### src/rtl/stopwatch_pkg.sv
// Shared types and BCD helpers for the stopwatch core.
// Optional lap hold is enabled by defining STOPWATCH_LAP_EN.
package stopwatch_pkg;

  localparam int unsigned BCD_W        = 4;
  localparam int unsigned DIGIT_MAX    = 9;
  localparam int unsigned SEC_TENS_MAX = 5;

  typedef enum logic [1:0] {
    ST_IDLE  = 2'd0,
    ST_RUN   = 2'd1,
    ST_PAUSE = 2'd2
  } sw_state_t;

  typedef logic [BCD_W-1:0] bcd_t;

  typedef struct packed {
    bcd_t min_tens;
    bcd_t min_ones;
    bcd_t sec_tens;
    bcd_t sec_ones;
    bcd_t tenths;
  } sw_time_t;

  // True when the time reads max_min:59.9, the last value before wrap.
  function automatic logic sw_time_at_max(input sw_time_t t, input int unsigned max_min);
    return (t.min_tens == bcd_t'(max_min / 10)) &&
           (t.min_ones == bcd_t'(max_min % 10)) &&
           (t.sec_tens == bcd_t'(SEC_TENS_MAX)) &&
           (t.sec_ones == bcd_t'(DIGIT_MAX)) &&
           (t.tenths   == bcd_t'(DIGIT_MAX));
  endfunction

  // One-tenth increment with ripple carry; the max wrap is handled by the caller.
  function automatic sw_time_t sw_time_inc(input sw_time_t t);
    sw_time_t r;
    r = t;
    if (t.tenths != bcd_t'(DIGIT_MAX)) begin
      r.tenths = t.tenths + bcd_t'(1);
    end else begin
      r.tenths = '0;
      if (t.sec_ones != bcd_t'(DIGIT_MAX)) begin
        r.sec_ones = t.sec_ones + bcd_t'(1);
      end else begin
        r.sec_ones = '0;
        if (t.sec_tens != bcd_t'(SEC_TENS_MAX)) begin
          r.sec_tens = t.sec_tens + bcd_t'(1);
        end else begin
          r.sec_tens = '0;
          if (t.min_ones != bcd_t'(DIGIT_MAX)) begin
            r.min_ones = t.min_ones + bcd_t'(1);
          end else begin
            r.min_ones = '0;
            r.min_tens = (t.min_tens == bcd_t'(DIGIT_MAX)) ? '0 : t.min_tens + bcd_t'(1);
          end
        end
      end
    end
    return r;
  endfunction

endpackage

### src/rtl/stopwatch_if.sv
// Button pulses in, BCD digits and status pulses out.
// The lap signal exists only when STOPWATCH_LAP_EN is defined.
interface stopwatch_if;
  import stopwatch_pkg::*;

  logic start_stop;
  logic clear;
`ifdef STOPWATCH_LAP_EN
  logic lap;
`endif
  bcd_t tenths;
  bcd_t sec_ones;
  bcd_t sec_tens;
  bcd_t min_ones;
  bcd_t min_tens;
  logic running;
  logic tick;
  logic overflow;

`ifdef STOPWATCH_LAP_EN
  modport master (
    output start_stop, clear, lap,
    input  tenths, sec_ones, sec_tens, min_ones, min_tens, running, tick, overflow
  );
  modport slave (
    input  start_stop, clear, lap,
    output tenths, sec_ones, sec_tens, min_ones, min_tens, running, tick, overflow
  );
`else
  modport master (
    output start_stop, clear,
    input  tenths, sec_ones, sec_tens, min_ones, min_tens, running, tick, overflow
  );
  modport slave (
    input  start_stop, clear,
    output tenths, sec_ones, sec_tens, min_ones, min_tens, running, tick, overflow
  );
`endif

endinterface

### src/rtl/edge_tick_sync.sv
// Synchronises the slow divided clock into clk and emits a one-cycle tick per rising edge.
module edge_tick_sync #(
  parameter int unsigned SYNC_STAGES = 2
) (
  input  logic clk,
  input  logic rst,
  input  logic async_in,
  output logic tick
);

  logic [SYNC_STAGES-1:0] sync_q;
  logic                   prev_q;
  logic                   sync_out;

  assign sync_out = sync_q[SYNC_STAGES-1];

  always_ff @(posedge clk or posedge rst) begin
    if (rst) begin
      sync_q <= '0;
      prev_q <= 1'b0;
      tick   <= 1'b0;
    end else begin
      sync_q <= {sync_q[SYNC_STAGES-2:0], async_in};
      prev_q <= sync_out;
      tick   <= sync_out & ~prev_q;
    end
  end

endmodule

### src/rtl/stopwatch_core.sv
// BCD MM:SS.t stopwatch counting synchronised slow_clk ticks under an IDLE/RUN/PAUSE FSM.
// Define STOPWATCH_LAP_EN to add the lap input and display hold register.
module stopwatch_core
  import stopwatch_pkg::*;
#(
  parameter int unsigned SYNC_STAGES = 2,
  parameter int unsigned MAX_MIN     = 59
) (
  input  logic        clk,
  input  logic        rst,
  input  logic        slow_clk,
  stopwatch_if.slave  sw
);

  logic      tick_q;
  sw_state_t state_q;
  sw_state_t state_d;
  logic      count_en_c;
  logic      wrap_c;
  sw_time_t  cnt_q;
  sw_time_t  cnt_d;
  sw_time_t  disp;
  logic      running_q;
  logic      overflow_q;

  edge_tick_sync #(
    .SYNC_STAGES (SYNC_STAGES)
  ) u_edge_tick_sync (
    .clk      (clk),
    .rst      (rst),
    .async_in (slow_clk),
    .tick     (tick_q)
  );

  always_ff @(posedge clk or posedge rst) begin
    if (rst) state_q <= ST_IDLE;
    else     state_q <= state_d;
  end

  // Next state; clear dominates, and a tick only counts while already in RUN.
  always_comb begin
    state_d    = state_q;
    count_en_c = 1'b0;
    if (sw.clear) begin
      state_d = ST_IDLE;
    end else begin
      unique case (state_q)
        ST_IDLE:  if (sw.start_stop) state_d = ST_RUN;
        ST_RUN: begin
          count_en_c = tick_q;
          if (sw.start_stop) state_d = ST_PAUSE;
        end
        ST_PAUSE: if (sw.start_stop) state_d = ST_RUN;
        default:  state_d = ST_IDLE;
      endcase
    end
  end

  always_comb begin
    wrap_c = count_en_c && sw_time_at_max(cnt_q, MAX_MIN);
    if (sw.clear || wrap_c) cnt_d = '0;
    else if (count_en_c)    cnt_d = sw_time_inc(cnt_q);
    else                    cnt_d = cnt_q;
  end

  always_ff @(posedge clk or posedge rst) begin
    if (rst) begin
      cnt_q      <= '0;
      running_q  <= 1'b0;
      overflow_q <= 1'b0;
    end else begin
      cnt_q      <= cnt_d;
      running_q  <= (state_d == ST_RUN);
      overflow_q <= wrap_c;
    end
  end

`ifdef STOPWATCH_LAP_EN
  logic     hold_q;
  logic     hold_d;
  sw_time_t lap_q;
  sw_time_t lap_d;
  sw_time_t disp_d;
  sw_time_t disp_q;

  // Lap toggles hold in RUN; latching cnt_d folds in a coincident tick.
  always_comb begin
    hold_d = hold_q;
    lap_d  = lap_q;
    if (sw.clear) begin
      hold_d = 1'b0;
    end else if (sw.lap && (state_q == ST_RUN)) begin
      hold_d = ~hold_q;
      if (!hold_q) lap_d = cnt_d;
    end
    disp_d = hold_d ? lap_d : cnt_d;
  end

  always_ff @(posedge clk or posedge rst) begin
    if (rst) begin
      hold_q <= 1'b0;
      lap_q  <= '0;
      disp_q <= '0;
    end else begin
      hold_q <= hold_d;
      lap_q  <= lap_d;
      disp_q <= disp_d;
    end
  end

  assign disp = disp_q;
`else
  assign disp = cnt_q;
`endif

  assign sw.tenths   = disp.tenths;
  assign sw.sec_ones = disp.sec_ones;
  assign sw.sec_tens = disp.sec_tens;
  assign sw.min_ones = disp.min_ones;
  assign sw.min_tens = disp.min_tens;
  assign sw.running  = running_q;
  assign sw.tick     = tick_q;
  assign sw.overflow = overflow_q;

endmodule

### src/flat_wrapper.sv
// flat-port wrapper written by rule: the top's interface ports become plain ports
module stopwatch_core_flat import stopwatch_pkg::*;
#(
  parameter int unsigned SYNC_STAGES = 2,
  parameter int unsigned MAX_MIN     = 59
)
  (clk, rst, slow_clk, sw_start_stop, sw_clear, sw_tenths, sw_sec_ones, sw_sec_tens, sw_min_ones, sw_min_tens, sw_running, sw_tick, sw_overflow);
  stopwatch_if sw_i ();
  input  logic clk;
  input  logic rst;
  input  logic slow_clk;
  input wire logic [$bits(sw_i.start_stop)-1:0] sw_start_stop;
  input wire logic [$bits(sw_i.clear)-1:0] sw_clear;
  output wire logic [$bits(sw_i.tenths)-1:0] sw_tenths;
  output wire logic [$bits(sw_i.sec_ones)-1:0] sw_sec_ones;
  output wire logic [$bits(sw_i.sec_tens)-1:0] sw_sec_tens;
  output wire logic [$bits(sw_i.min_ones)-1:0] sw_min_ones;
  output wire logic [$bits(sw_i.min_tens)-1:0] sw_min_tens;
  output wire logic [$bits(sw_i.running)-1:0] sw_running;
  output wire logic [$bits(sw_i.tick)-1:0] sw_tick;
  output wire logic [$bits(sw_i.overflow)-1:0] sw_overflow;
  assign sw_i.start_stop = sw_start_stop;
  assign sw_i.clear = sw_clear;
  assign sw_tenths = sw_i.tenths;
  assign sw_sec_ones = sw_i.sec_ones;
  assign sw_sec_tens = sw_i.sec_tens;
  assign sw_min_ones = sw_i.min_ones;
  assign sw_min_tens = sw_i.min_tens;
  assign sw_running = sw_i.running;
  assign sw_tick = sw_i.tick;
  assign sw_overflow = sw_i.overflow;
  stopwatch_core #(.SYNC_STAGES(SYNC_STAGES), .MAX_MIN(MAX_MIN)) u_core (.clk(clk), .rst(rst), .slow_clk(slow_clk), .sw(sw_i));
endmodule
### config.mk
export PLATFORM = sky130hd
export DESIGN_NAME = stopwatch_core_flat
export DESIGN_NICKNAME = d
export VERILOG_FILES = /design/src/rtl/stopwatch_pkg.sv /design/src/rtl/stopwatch_if.sv /design/src/rtl/edge_tick_sync.sv /design/src/rtl/stopwatch_core.sv /design/src/flat_wrapper.sv
export SDC_FILE = /design/constraint.sdc
export NUM_CORES = 1
export LEC_CHECK = 0
export ABC_AREA = 1
export CAP_MARGIN = 10
export CORE_MARGIN = 1
export CORE_UTILIZATION = 25
export DETAILED_ROUTE_END_ITERATION = 8
export PLACE_DENSITY_LB_ADDON = 0.25
export SYNTH_ARGS = -nofsm -noshare
export SYNTH_HDL_FRONTEND = slang
export SYNTH_SLANG_ARGS = --single-unit
### constraint.sdc
create_clock -name clk -period 1.7 [get_ports clk]
set_clock_uncertainty 0.15 [all_clocks]
set_input_delay 0.425 -clock clk [delete_from_list [all_inputs] [get_ports clk]]
set_output_delay 0.425 -clock clk [all_outputs]
set_load 0.02 [all_outputs]
==> results of run 1 <==
sequential cells by signal (all words and copies together) (netlist names):
signal / cells
u_core.state_q: 2
u_core.sw.sec_tens: 4
u_core.sw.min_ones: 4
u_core.u_edge_tick_sync.prev_q: 1
u_core.sw.sec_ones: 4
u_core.sw.overflow: 1
u_core.u_edge_tick_sync.tick: 1
u_core.sw.tenths: 4
u_core.sw.min_tens: 4
u_core.u_edge_tick_sync.sync_q: 2
u_core.sw.running: 1
report_power, final:
group | switching (mW) | total, mW | internal [mW] | leakage [nW]
registers | 0.0704 | 0.810 | 0.740 | 0.362
clock network | 0.222 | 0.537 | 0.316 | 0.0357
logic | 0.332 | 0.617 | 0.285 | 0.688
what timing repair did:
action	4_1_cts	5_1_grt
buffers inserted	0	5
pin swaps	0	9
cloned	0	1
setup endpoints to repair	23	20
gates resized for setup	23	21
synth_stat cells (all sizes together), types with 2 or more instances:
| cell | count |
|---|---|
| ha | 10 |
| xor2 | 4 |
| a21oi | 5 |
| dfrtp | 28 |
| or2 | 6 |
| nand3 | 18 |
| xnor2 | 2 |
| inv | 22 |
| nand2 | 31 |
| nand4 | 2 |
| o21ai | 14 |
| nor2 | 24 |
kinds of logic (layout without fill, tap and decap cells):
logic type / after synthesis / after routing / synth area share [%]
buf+inv: 23 / 75 / 5.973
fa+ha+maj: 10 / 10 / 8.071
simple gates: 84 / 85 / 29.22
xor+xnor: 6 / 6 / 3.390
flops: 28 / 28 / 45.20
compound gates: 21 / 21 / 8.152
through the flow:
step | setup TNS [ns] | instance area, sq um | hold WS (ns) | power, mW
4_1_cts | 0 | 2090 | 0.2174 | 1.919
3_3_place_gp | -2.270 | 2047 | 0.1833 | 1.410
3_5_place_dp | -2.666 | 2047 | 0.1910 | 1.415
5_1_grt | -0.06333 | 2211 | 0.2308 | 2.104
6_report | 0 | 2211 | 0.2187 | 1.965
2_1_floorplan | 0 | 1550 | 0.1812 | 1.144
final timing paths:
check / end / depth (start not counted) / startpoint / slack, ns
max: sw_tenths[0] / 1 / u_core.sw.tenths[0]$_DFFE_PP0P_ / 0.05
min in group asynchronous: u_core.u_edge_tick_sync.prev_q$_DFF_PP0_ / 3 / rst / 0.31
max reg2reg: u_core.sw.min_ones[1]$_DFFE_PP0P_ / 7 / u_core.sw.tenths[1]$_DFFE_PP0P_ / 0.11
max in group asynchronous: u_core.sw.tenths[0]$_DFFE_PP0P_ / 3 / rst / 0.91
min: u_core.u_edge_tick_sync.sync_q[1]$_DFF_PP0_ / 0 / u_core.u_edge_tick_sync.sync_q[0]$_DFF_PP0_ / 0.22
min reg2reg: u_core.u_edge_tick_sync.sync_q[1]$_DFF_PP0_ / 0 / u_core.u_edge_tick_sync.sync_q[0]$_DFF_PP0_ / 0.22
routing by layer:
metal / up-vias / GRT usage (%)
met5: - / 0
met4: 0 / 2.143
met3: 2 / 2.472
met2: 19 / 18.31
met1: 567 / 14.68
li1: 661 / -
area by class of cell:
cell class	instances	area share, %
Tap cell	75	4.244
Timing Repair Buffer	49	19.02
Clock inverter	1	1.358
Sequential cell	28	31.86
Multi-Input combinational cell	122	37.80
Inverter	22	3.848
Clock buffer	3	1.868
==> results.ini, run 1 <==
[outcome]
outcome = complete, no violations

[floorplan]
die_area_sq_mm = 0.006520
core_sq_mm = 0.005956
ios = 28
die_h_um = 80.75
fp-row-count = 28
die_x_um = 80.75
initial_core_util_pct = 26.03

[clocking]
cts_buffers = 3
ctsHoldBuffers = 0
cts_tree = done
cts.clk_slew.worst_paths_ns = 0.10
clockBufferDepth = 2
cts_sinks = 28
h-tree-depth = 1
clk_latency_ns = 0.28
cts_root_buf = clkbuf_8

[synthesis]
synth_area_leaders = dfrtp_1 45%, ha_1 8.1%, nand2_1 6.3%
synth_top_area_cell = dfrtp_1
synth_cells = 172
synth-edff-count = 0
async_flop_share_pct = 100.0
synth_ff_type = dfrtp_1
ys_warn_count = 0
avgSynthCellArea_sq_um = 9.013
synth_top_area_share_pct = 45.20
syn_nets = 187
syn_area_sq_mm = 0.001550
ys_ff_latch = 28
yosysUniqueCellTypes = 29
yosysSeqAreaShare_pct = 45.20

[placement]
dp_slack_ns = -0.1926
io_buffers = 27
dp_hpwl_um = 2306
dp.cells = 290
gp_congestion = 0.7581

[final_layout]
area_growth_syn_to_layout_pct = 42.61
fillers = 622
fin_cells = 300
seqCellArea_sq_um = 704.4
layout_commonest_cell = dfrtp_1
multi_input_area_sq_um = 835.8
diodes = 0
fin_util_pct = 37.12
fin_nets = 241
final_cell_mix = 25 x dfrtp_1, 23 x nand2_1, 22 x dlygate4sd2_1
drive_gt1_share_pct = 28.00

[sta]
period_share_pct = 97.19
slew_violations = 0
max_freq_mhz = 605.3
setup_viol = 0
hold_viol_final = 0
slew_headroom_pct = 80.58
worst_slack_ns = 0.04784
worst_pin_slew_ns = 0.2901
post-route-min-period_ns = 1.652

[grt]
grt_pass1_wl_um = 5568
grt_antenna_before_repair = 0
grt_usage_pct = 11.01
grt_max_degree = 29
overflow = 0
grt_pass1_vias = 1216

[worst_setup_path]
path_cells = dlygate4sd2_1
cp-start-kind = register
timing.critical_path.buf_inv = 1
critPathKind = reg2out
max_stage_delay_ns = 0.47
crit_slowest_cell = dfrtp_2
cp_top_family = flip-flops
cp.arrival_ns = 1.08
critPathRequiredTime_ns = 1.12
cp_max_fo = 5
cp-end-kind = primary output

[detailed_routing]
via_count = 1249
routed_via_density = 4.163
drc = 0
ant_nets = 0
met2WireLength_um = 1594
m1WireLength_um = 1559
drt_iter0_drc = 44
met3_length_um = 110
top_layer_used = met4
post_drt_wl_per_cell_um = 10.93
routed_wirelength_um = 3279
firstDrtPassIters = 4

[power]
ir_drop_mv = 0.5289
powerDensity_mw_per_mm2 = 888.7
p_leak_nw = 1.086

[run]
drv_cap = 0

[hold_path]
hold_class = reg2reg

Power figures use the tool's default switching activity.
==> run 2: changes to the inputs <==
--- a/config.mk
+++ b/config.mk
@@ -10,6 +10,7 @@
 export CORE_MARGIN = 1
 export CORE_UTILIZATION = 25
 export DETAILED_ROUTE_END_ITERATION = 8
+export GPL_ROUTABILITY_DRIVEN = 0
 export PLACE_DENSITY_LB_ADDON = 0.25
 export SYNTH_ARGS = -nofsm -noshare
 export SYNTH_HDL_FRONTEND = slang
==> results of run 2 <==
Same layout as run 1: the final DEF is identical, and so are final timing and power.
